File: config.mk
export PLATFORM = sky130hd
export DESIGN_NAME = hazard_fwd_ctrl
export DESIGN_NICKNAME = d
export VERILOG_FILES = /design/src/rtl/hazard_fwd_ctrl.sv
export SDC_FILE = /design/constraint.sdc
export NUM_CORES = 1
export LEC_CHECK = 0
export BUFFER_PORTS_ARGS = -buffer_cell sky130_fd_sc_hd__buf_2
export CAP_MARGIN = 15
export CORE_MARGIN = 10
export CORE_UTILIZATION = 51
export CTS_CLUSTER_DIAMETER = 200
export DETAILED_ROUTE_END_ITERATION = 10
export GPL_TIMING_DRIVEN = 0
export PLACE_DENSITY = 0.76
export SLEW_MARGIN = 30
export SYNTH_ARGS = -nofsm -noshare
export SYNTH_HDL_FRONTEND = slang
export SYNTH_SLANG_ARGS = --single-unit
File: constraint.sdc
create_clock -name clk -period 2.4 [get_ports clk]
set_input_delay 0.12 -clock clk [delete_from_list [all_inputs] [get_ports clk]]
set_output_delay 0.12 -clock clk [all_outputs]
set_load 0.1 [all_outputs]
File: src/rtl/hazard_fwd_ctrl.sv
// Hazard and forwarding control for a 5-stage in-order pipeline: tracks EX/MEM/WB writers,
// selects operand bypasses for the next EX cycle and inserts one bubble per load-use hazard.
module hazard_fwd_ctrl #(
    parameter int unsigned REG_AW = 5,
    parameter int unsigned CNT_W  = 16
) (
    input  logic              clk,
    input  logic              rst,
    input  logic              id_valid,
    input  logic [REG_AW-1:0] id_rs1,
    input  logic [REG_AW-1:0] id_rs2,
    input  logic              id_use_rs1,
    input  logic              id_use_rs2,
    input  logic              id_a_is_pc,
    input  logic [REG_AW-1:0] id_rd,
    input  logic              id_reg_wen,
    input  logic              id_mem_read,
    input  logic              ex_flush,
    output logic              stall,
    output logic [2:0]        ex_a_sel,
    output logic [2:0]        ex_b_sel,
    output logic [CNT_W-1:0]  stall_count
);

    typedef struct packed {
        logic              valid;
        logic [REG_AW-1:0] rd;
        logic              wen;
        logic              mem_read;
    } entry_t;

    typedef enum logic [0:0] {StRun, StStall} state_e;

    localparam logic [1:0] FwdRf  = 2'b00;
    localparam logic [1:0] FwdMem = 2'b10;
    localparam logic [1:0] FwdWb  = 2'b01;

    entry_t     ex_q, mem_q, wb_q;
    state_e     state_q;
    logic       hazard;
    logic [1:0] a_fwd, b_fwd;
    logic [2:0] a_sel_d, b_sel_d;

    function automatic logic produces(entry_t e, logic [REG_AW-1:0] r, logic load_only);
        return e.valid & e.wen & (e.rd == r) & (r != '0) & (e.mem_read | ~load_only);
    endfunction

    function automatic logic [1:0] fwd_sel(logic req, logic [REG_AW-1:0] r,
                                           entry_t ex, entry_t mem, entry_t wb);
        logic [1:0] f;
        f = FwdRf;
        if (!req)                          f = FwdRf;
        else if (produces(ex, r, 1'b0))    f = FwdMem;
        else if (produces(mem, r, 1'b0))   f = FwdWb;
        // write-first register file already returns the value being written back
        else if (produces(wb, r, 1'b0))    f = FwdRf;
        return f;
    endfunction

    always_comb begin
        hazard = id_valid &
                 ((id_use_rs1 & produces(ex_q, id_rs1, 1'b1)) |
                  (id_use_rs2 & produces(ex_q, id_rs2, 1'b1)));
        stall  = ~rst & ~ex_flush & (state_q == StRun) & hazard;

        a_fwd   = id_a_is_pc ? FwdRf : fwd_sel(id_valid & id_use_rs1, id_rs1, ex_q, mem_q, wb_q);
        b_fwd   = fwd_sel(id_valid & id_use_rs2, id_rs2, ex_q, mem_q, wb_q);
        a_sel_d = {id_a_is_pc, a_fwd};
        b_sel_d = {1'b0, b_fwd};
    end

    always_ff @(posedge clk) begin
        if (rst) begin
            ex_q        <= '0;
            mem_q       <= '0;
            wb_q        <= '0;
            state_q     <= StRun;
            ex_a_sel    <= 3'b000;
            ex_b_sel    <= 3'b000;
            stall_count <= '0;
        end else begin
            mem_q <= ex_q;
            wb_q  <= mem_q;
            if (ex_flush || stall) begin
                ex_q     <= '0;
                ex_a_sel <= 3'b000;
                ex_b_sel <= 3'b000;
            end else begin
                ex_q     <= '{valid: id_valid, rd: id_rd, wen: id_reg_wen, mem_read: id_mem_read};
                ex_a_sel <= a_sel_d;
                ex_b_sel <= b_sel_d;
            end

            if (ex_flush)   state_q <= StRun;
            else if (stall) state_q <= StStall;
            else            state_q <= StRun;

            if (stall && (stall_count != '1)) stall_count <= stall_count + CNT_W'(1);
        end
    end

endmodule

; Yosys cells after proc, flatten, opt, wreduce, memory -nomap -nowiden
; Cells that the tools add are included.
; W data, S select, Z words.
[word_totals]
reg_bits = 38
mem_bits_rw = 0
latch_bits = 0
input_bits = 24
output_inout_bits = 23
n_memories = 0
mem_bits_ro = 0
[op_classes]
eq_ne = 5
n_mux = 5
reduce_logical = 10
n_shift = 0
magnitude_cmp = 0
mul = 0
bitwise = 26
add_sub_neg = 1
div_mod_pow = 0
[ops]
columns = operator, n
row1 = $and A1 B1 Y1, 20
row2 = $eq A5 B5 Y1, 4
row3 = $add A16 B1 Y16 const B, 1
row4 = $ne A16 B16 Y1 const B, 1
row5 = $reduce_bool A5 Y1, 2
row6 = $reduce_or A4 Y1, 2
row7 = $not A1 Y1, 5
row8 = $reduce_or A5 Y1, 1
row9 = $mux W2, 2
row10 = $reduce_or A2 Y1, 2
row11 = $mux W1, 3
row12 = $reduce_or A3 Y1, 1
row13 = $logic_and A1 B1 Y1, 1
row14 = $logic_or A1 B1 Y1, 1
row15 = $or A1 B1 Y1, 1

; Logic depth before layout (Yosys ltp)
[logic_depth]
word_depth = 10
mapped_depth = 8

; Worst setup path before layout
; No wires, ideal clock.
[synth_timing]
path_type = reg-to-reg
from = register stall_count[0]
to = register stall_count[8]
path_buffers = 0
stages_incl_launch_ff = 8
setup_ns = 0.071
path_slack_ns = -0.348
period_less_slack_ns = 2.748
arrival_ns = 2.677
required_ns = 2.329
path_cell_list = dfxtp_1 > ha_1 > nand3_1 > nor2_1 > nor4bb_1 > o21ai_2 > or4_1 > a21oi_1
[synth_via]
elab_chain_cells = 2
[synth_rtl]
columns = element, line_no
row1 = from (decl), 22  ; output logic [CNT_W-1:0] stall_count
row2 = from (signal assigned), 98  ; if (stall && (stall_count != '1)) stall_count <= stall_count + CNT_W'(1);
row3 = "parallel branches: the longest is 2 deep, another holds $add A16 B1 Y16", n/a
; Parallel ways; which one is timed is not known.
; A chain may end at the register's enable or synchronous reset.

; Worst setup path in the final report
[layout_timing]
from = register ex_q[4] (netlist bit)
to = register stall_count[8]
[layout_via]
elab_chain_cells = 9
[layout_rtl]
columns = element, line_no
row1 = from (decl), 38  ; entry_t ex_q, mem_q, wb_q;
row2 = from (signal assigned), 89  ; ex_q <= '{valid: id_valid, rd: id_rd, wen: id_reg_wen, mem_read: id_mem_read};
row3 = $eq A5 B5 Y1, 45  ; return e.valid & e.wen & (e.rd == r) & (r != '0) & (e.mem_read | ~load_only);
row4 = $and A1 B1 Y1 (3 in series), 45
row5 = $and A1 B1 Y1 (on tied branches), "62, 63"
row6 = $or A1 B1 Y1 *, 62  ; ((id_use_rs1 & produces(ex_q, id_rs1, 1'b1)) |
row7 = $and A1 B1 Y1 *, 61  ; hazard = id_valid &
row8 = $and A1 B1 Y1 *, 64  ; stall = ~rst & ~ex_flush & (state_q == StRun) & hazard;
row9 = $logic_and A1 B1 Y1 *, 98
; Mark *: on every way between the ends. The rest lies on a longest branch, timed or not.

==> impl_metrics.csv <==
group,metric,value,unit
synth,synth-async-reset-ratio,0,
critical_path,crit_fanout,8,
critical_path,worstSetupStartpointType,"flip-flop",
synth,synth_area_leaders,"dfxtp_1, xor2_1, xnor2_1",
critical_path,critPathLaunch,"ex_q[4]",
synth,yosysSeqAreaShare,0.431,
synth,syn-num-nets,214,
critical_path,slowest_stage,"or4_1",
synth,synth.distinct_cells,35,
synth,yosysWarnings,0,
global_route,grt_use_total,0.136,
synth,synth_edf_count,0,
finish,area_growth,25.8,%
finish,drive_gt1_frac,0.313,
outcome,status,"finished, final reports clean",
finish,multi_input_area,935,um2
synth,synth_xor_area_frac,0.127,
timing,skew,7.09,ps
finish,nNetsFinal,273,
clocking,root_buffer,"clkbuf_4",
critical_path,path_buf_inv,1,
route,dr.pass1.iters,4,
critical_path,end_kind,"flip-flop",
timing,drv_slew,0,
place,place_inst,279,
flow_run,cap_violations,0,
clocking,cts.clk_slew.worst_paths,110,ps
die,die_h,78.1,um
pwr,switching_share,0.249,
timing,hold_violations,0,
timing,tightest_slew,661,ps
route,drt_iter0_drc,79,
synth,synth_mux_area_frac,0.0255,
critical_path,r2r-start,"ex_q[4]",
critical_path,crit_chain,"xnor2_1 > nand4_1 > nor4_4 > buf_4 > o21ai_2 > or4_1 > a21oi_1",
synth,ys_top_cells_by_count,"dfxtp_1, nor2_1, xor2_1, and3_1, xnor2_1",
synth,synth_flop_cell,"dfxtp_1",
timing,setup_viol,0,
route,wl_per_cell,13.8,um
global_route,grt_start_max_net_pins,12,
pwr,leakage,0.912,nW
die,initial_core_util,0.523,
place,portBuffers,44,
critical_path,reg2reg_slack,160,ps
finish,finalNonFillerCells,295,
die,dieArea,0.00609,mm2
die,io_pins,47,
clocking,clock-sinks,37,
pwr,max-vdd-ir-drop,0.000248,V
synth,avgSynthCellArea,9.10,um2
synth,syn-cell-area,0.00172,mm2
timing,finalCritPeriodShare,0.931,
clocking,cts_buffers,5,
clocking,cts_tree,"done",
finish,post-route-util,0.658,
finish,antennaDiodeCount,0,
die,die_w,78.1,um
critical_path,critPathKind,"reg2reg",
worst_hold_path,hp-start,"id_reg_wen",
pwr,p_per_area,483,mW/mm2
global_route,antenna_found_initial,0,
global_route,gr-total-overflow,0,
finish,register_area,756,um2
critical_path,cp_data_required_time,2670,ps
clocking,clk-insertion-delay-late,340,ps
place,dp_hpwl,3120,um
global_route,grt_pass1_wl,6930,um
timing,max_freq,447,MHz
pwr,pwr-share-clk,0.303,
critical_path,worstPathArrival,2510,ps
route,vias,1509,
clocking,max-clock-path-buffers,2,
pwr,pwr-share-comb,0.094,
synth,synth-compound-area-share,0.0910,
die,rows,21,
worst_hold_path,hold_class,"in2reg",
timing,fin_crit,2240,ps
timing,relSlewSlack,0.556,
timing,rsz0062_at_grt,"no",
critical_path,cpPeakStageDelay,540,ps
synth,synth_seq_cells,37,
synth,synth_simple_gate_area_frac,0.287,
synth,synth_cells,189,
finish,nFillCells,277,
pwr,intPower,0.000785,W
place,place_congestion,0.818,
route,routed_via_density,5.12,
global_route,grt_pass1_vias,1514,
pwr,seqPwrFrac,0.603,
route,routed_wl,4070,um
critical_path,cpLargestDelayFamily,"simple AND/OR/NAND/NOR gates",
synth,yosysTopAreaCell,"dfxtp_1",
pwr,p_switching,0.000260,W
synth,synth_most_common_cell,"dfxtp_1",
die,core_area,0.00328,mm2
route,drtAntennaViolNets,0,
clocking,htreeDepth,2,
synth,yosysTopAreaCellShare,0.431,
synth,synth_fa_ha_area_frac,0.00728,
timing,tns,0,ps
synth,synth_top_family_by_area,"simple AND/OR/NAND/NOR gates",
route,drc,0,
metrics by stage:
step	worst slack (ps)	area, um2	hold slack [ps]	power [W]
finish	165	2160	36.9	0.00104
global route	8.37	2160	9.42	0.00109
CTS	22.2	2140	24.2	0.00105
detailed placement	114	2010	348	0.000734
global placement	161	2010	345	0.000733
floorplan	21.9	1730	266	0.000699
state kept, by name (all words and copies together), names as in the netlist:
| name | cells |
|---|---|
| ex_b_sel | 2 |
| ex_a_sel | 3 |
| state_q | 1 |
| ex_q | 8 |
| stall_count | 16 |
| mem_q | 7 |
path summary, 6_finish.rpt:
path                         end  cells after the start
setup / recovery  stall_count[8]                      7
hold / removal           ex_q[1]                      2
setup reg to reg  stall_count[8]                      7
hold reg to reg         mem_q[1]                      1
cells by family after synthesis:
kind of cell,count (synthesis)
other cells,1
xor+xnor,25
mux,4
buf+inv,12
fa+ha+maj,1
flops,37
compound gates,23
simple gates,86
power by group through the flow:
stage	registers, W	clock network (W)	logic [W]
6_report	0.000630	0.000316	0.0000982
3_5_place_dp	0.000644	0	0.0000904
3_3_place_gp	0.000644	0	0.0000895
5_1_grt	0.000631	0.000348	0.000108
4_1_cts	0.000630	0.000321	0.0000984
2_1_floorplan	0.000647	0	0.0000521
cell usage in the layout (no fill, tap or decap), types with 2 or more instances in the layout:
master | synthesis | layout
and3_1 | 12 | 12
or4_1 | 3 | 3
clkbuf_4 | 0 | 5
dfxtp_1 | 37 | 25
nand3_1 | 5 | 5
a21oi_1 | 8 | 8
dlygate4sd3_1 | 0 | 6
clkbuf_1 | 4 | 5
dfxtp_2 | 0 | 12
buf_4 | 1 | 5
nor3_1 | 6 | 6
nor2_1 | 20 | 20
xnor2_1 | 12 | 12
inv_1 | 5 | 4
nor2b_1 | 9 | 9
buf_2 | 1 | 43
xor2_1 | 13 | 13
nand2_1 | 9 | 9
or3_1 | 6 | 6
o21ai_0 | 6 | 6
mux2_2 | 3 | 3
o2111ai_1 | 4 | 4
nor4_1 | 2 | 2
o21ai_2 | 2 | 2
nand4_1 | 7 | 7
layout make-up:
class	count	area share
buffer	6	0.0139
clock inverter	1	0.00347
timing repair buffer	53	0.145
multi-input combinational	140	0.432
clock buffer	7	0.0208
tap	46	0.0266
sequential	37	0.350
inverter	5	0.00868
what timing repair did:
action                                  4_1_cts  5_1_grt
resized for setup                             3        3
hold buffers                                  6        0
endpoints found under the hold margin         6        0
buffers inserted                              1        2
endpoints found under the setup margin        1        1
pin swaps                                     1        0
routing by layer:
| metal | track usage | share of wire | vias to the layer above |
|---|---|---|---|
| met1 | 0.157 | 0.43 | 687 |
| met3 | 0.0524 | 0.058 | 6 |
| met5 | 0 | 0 | - |
| met2 | 0.230 | 0.50 | 33 |
| met4 | 0.0376 | 0.011 | 0 |
| li1 | - | - | 783 |
Power figures use the tool's default switching activity.
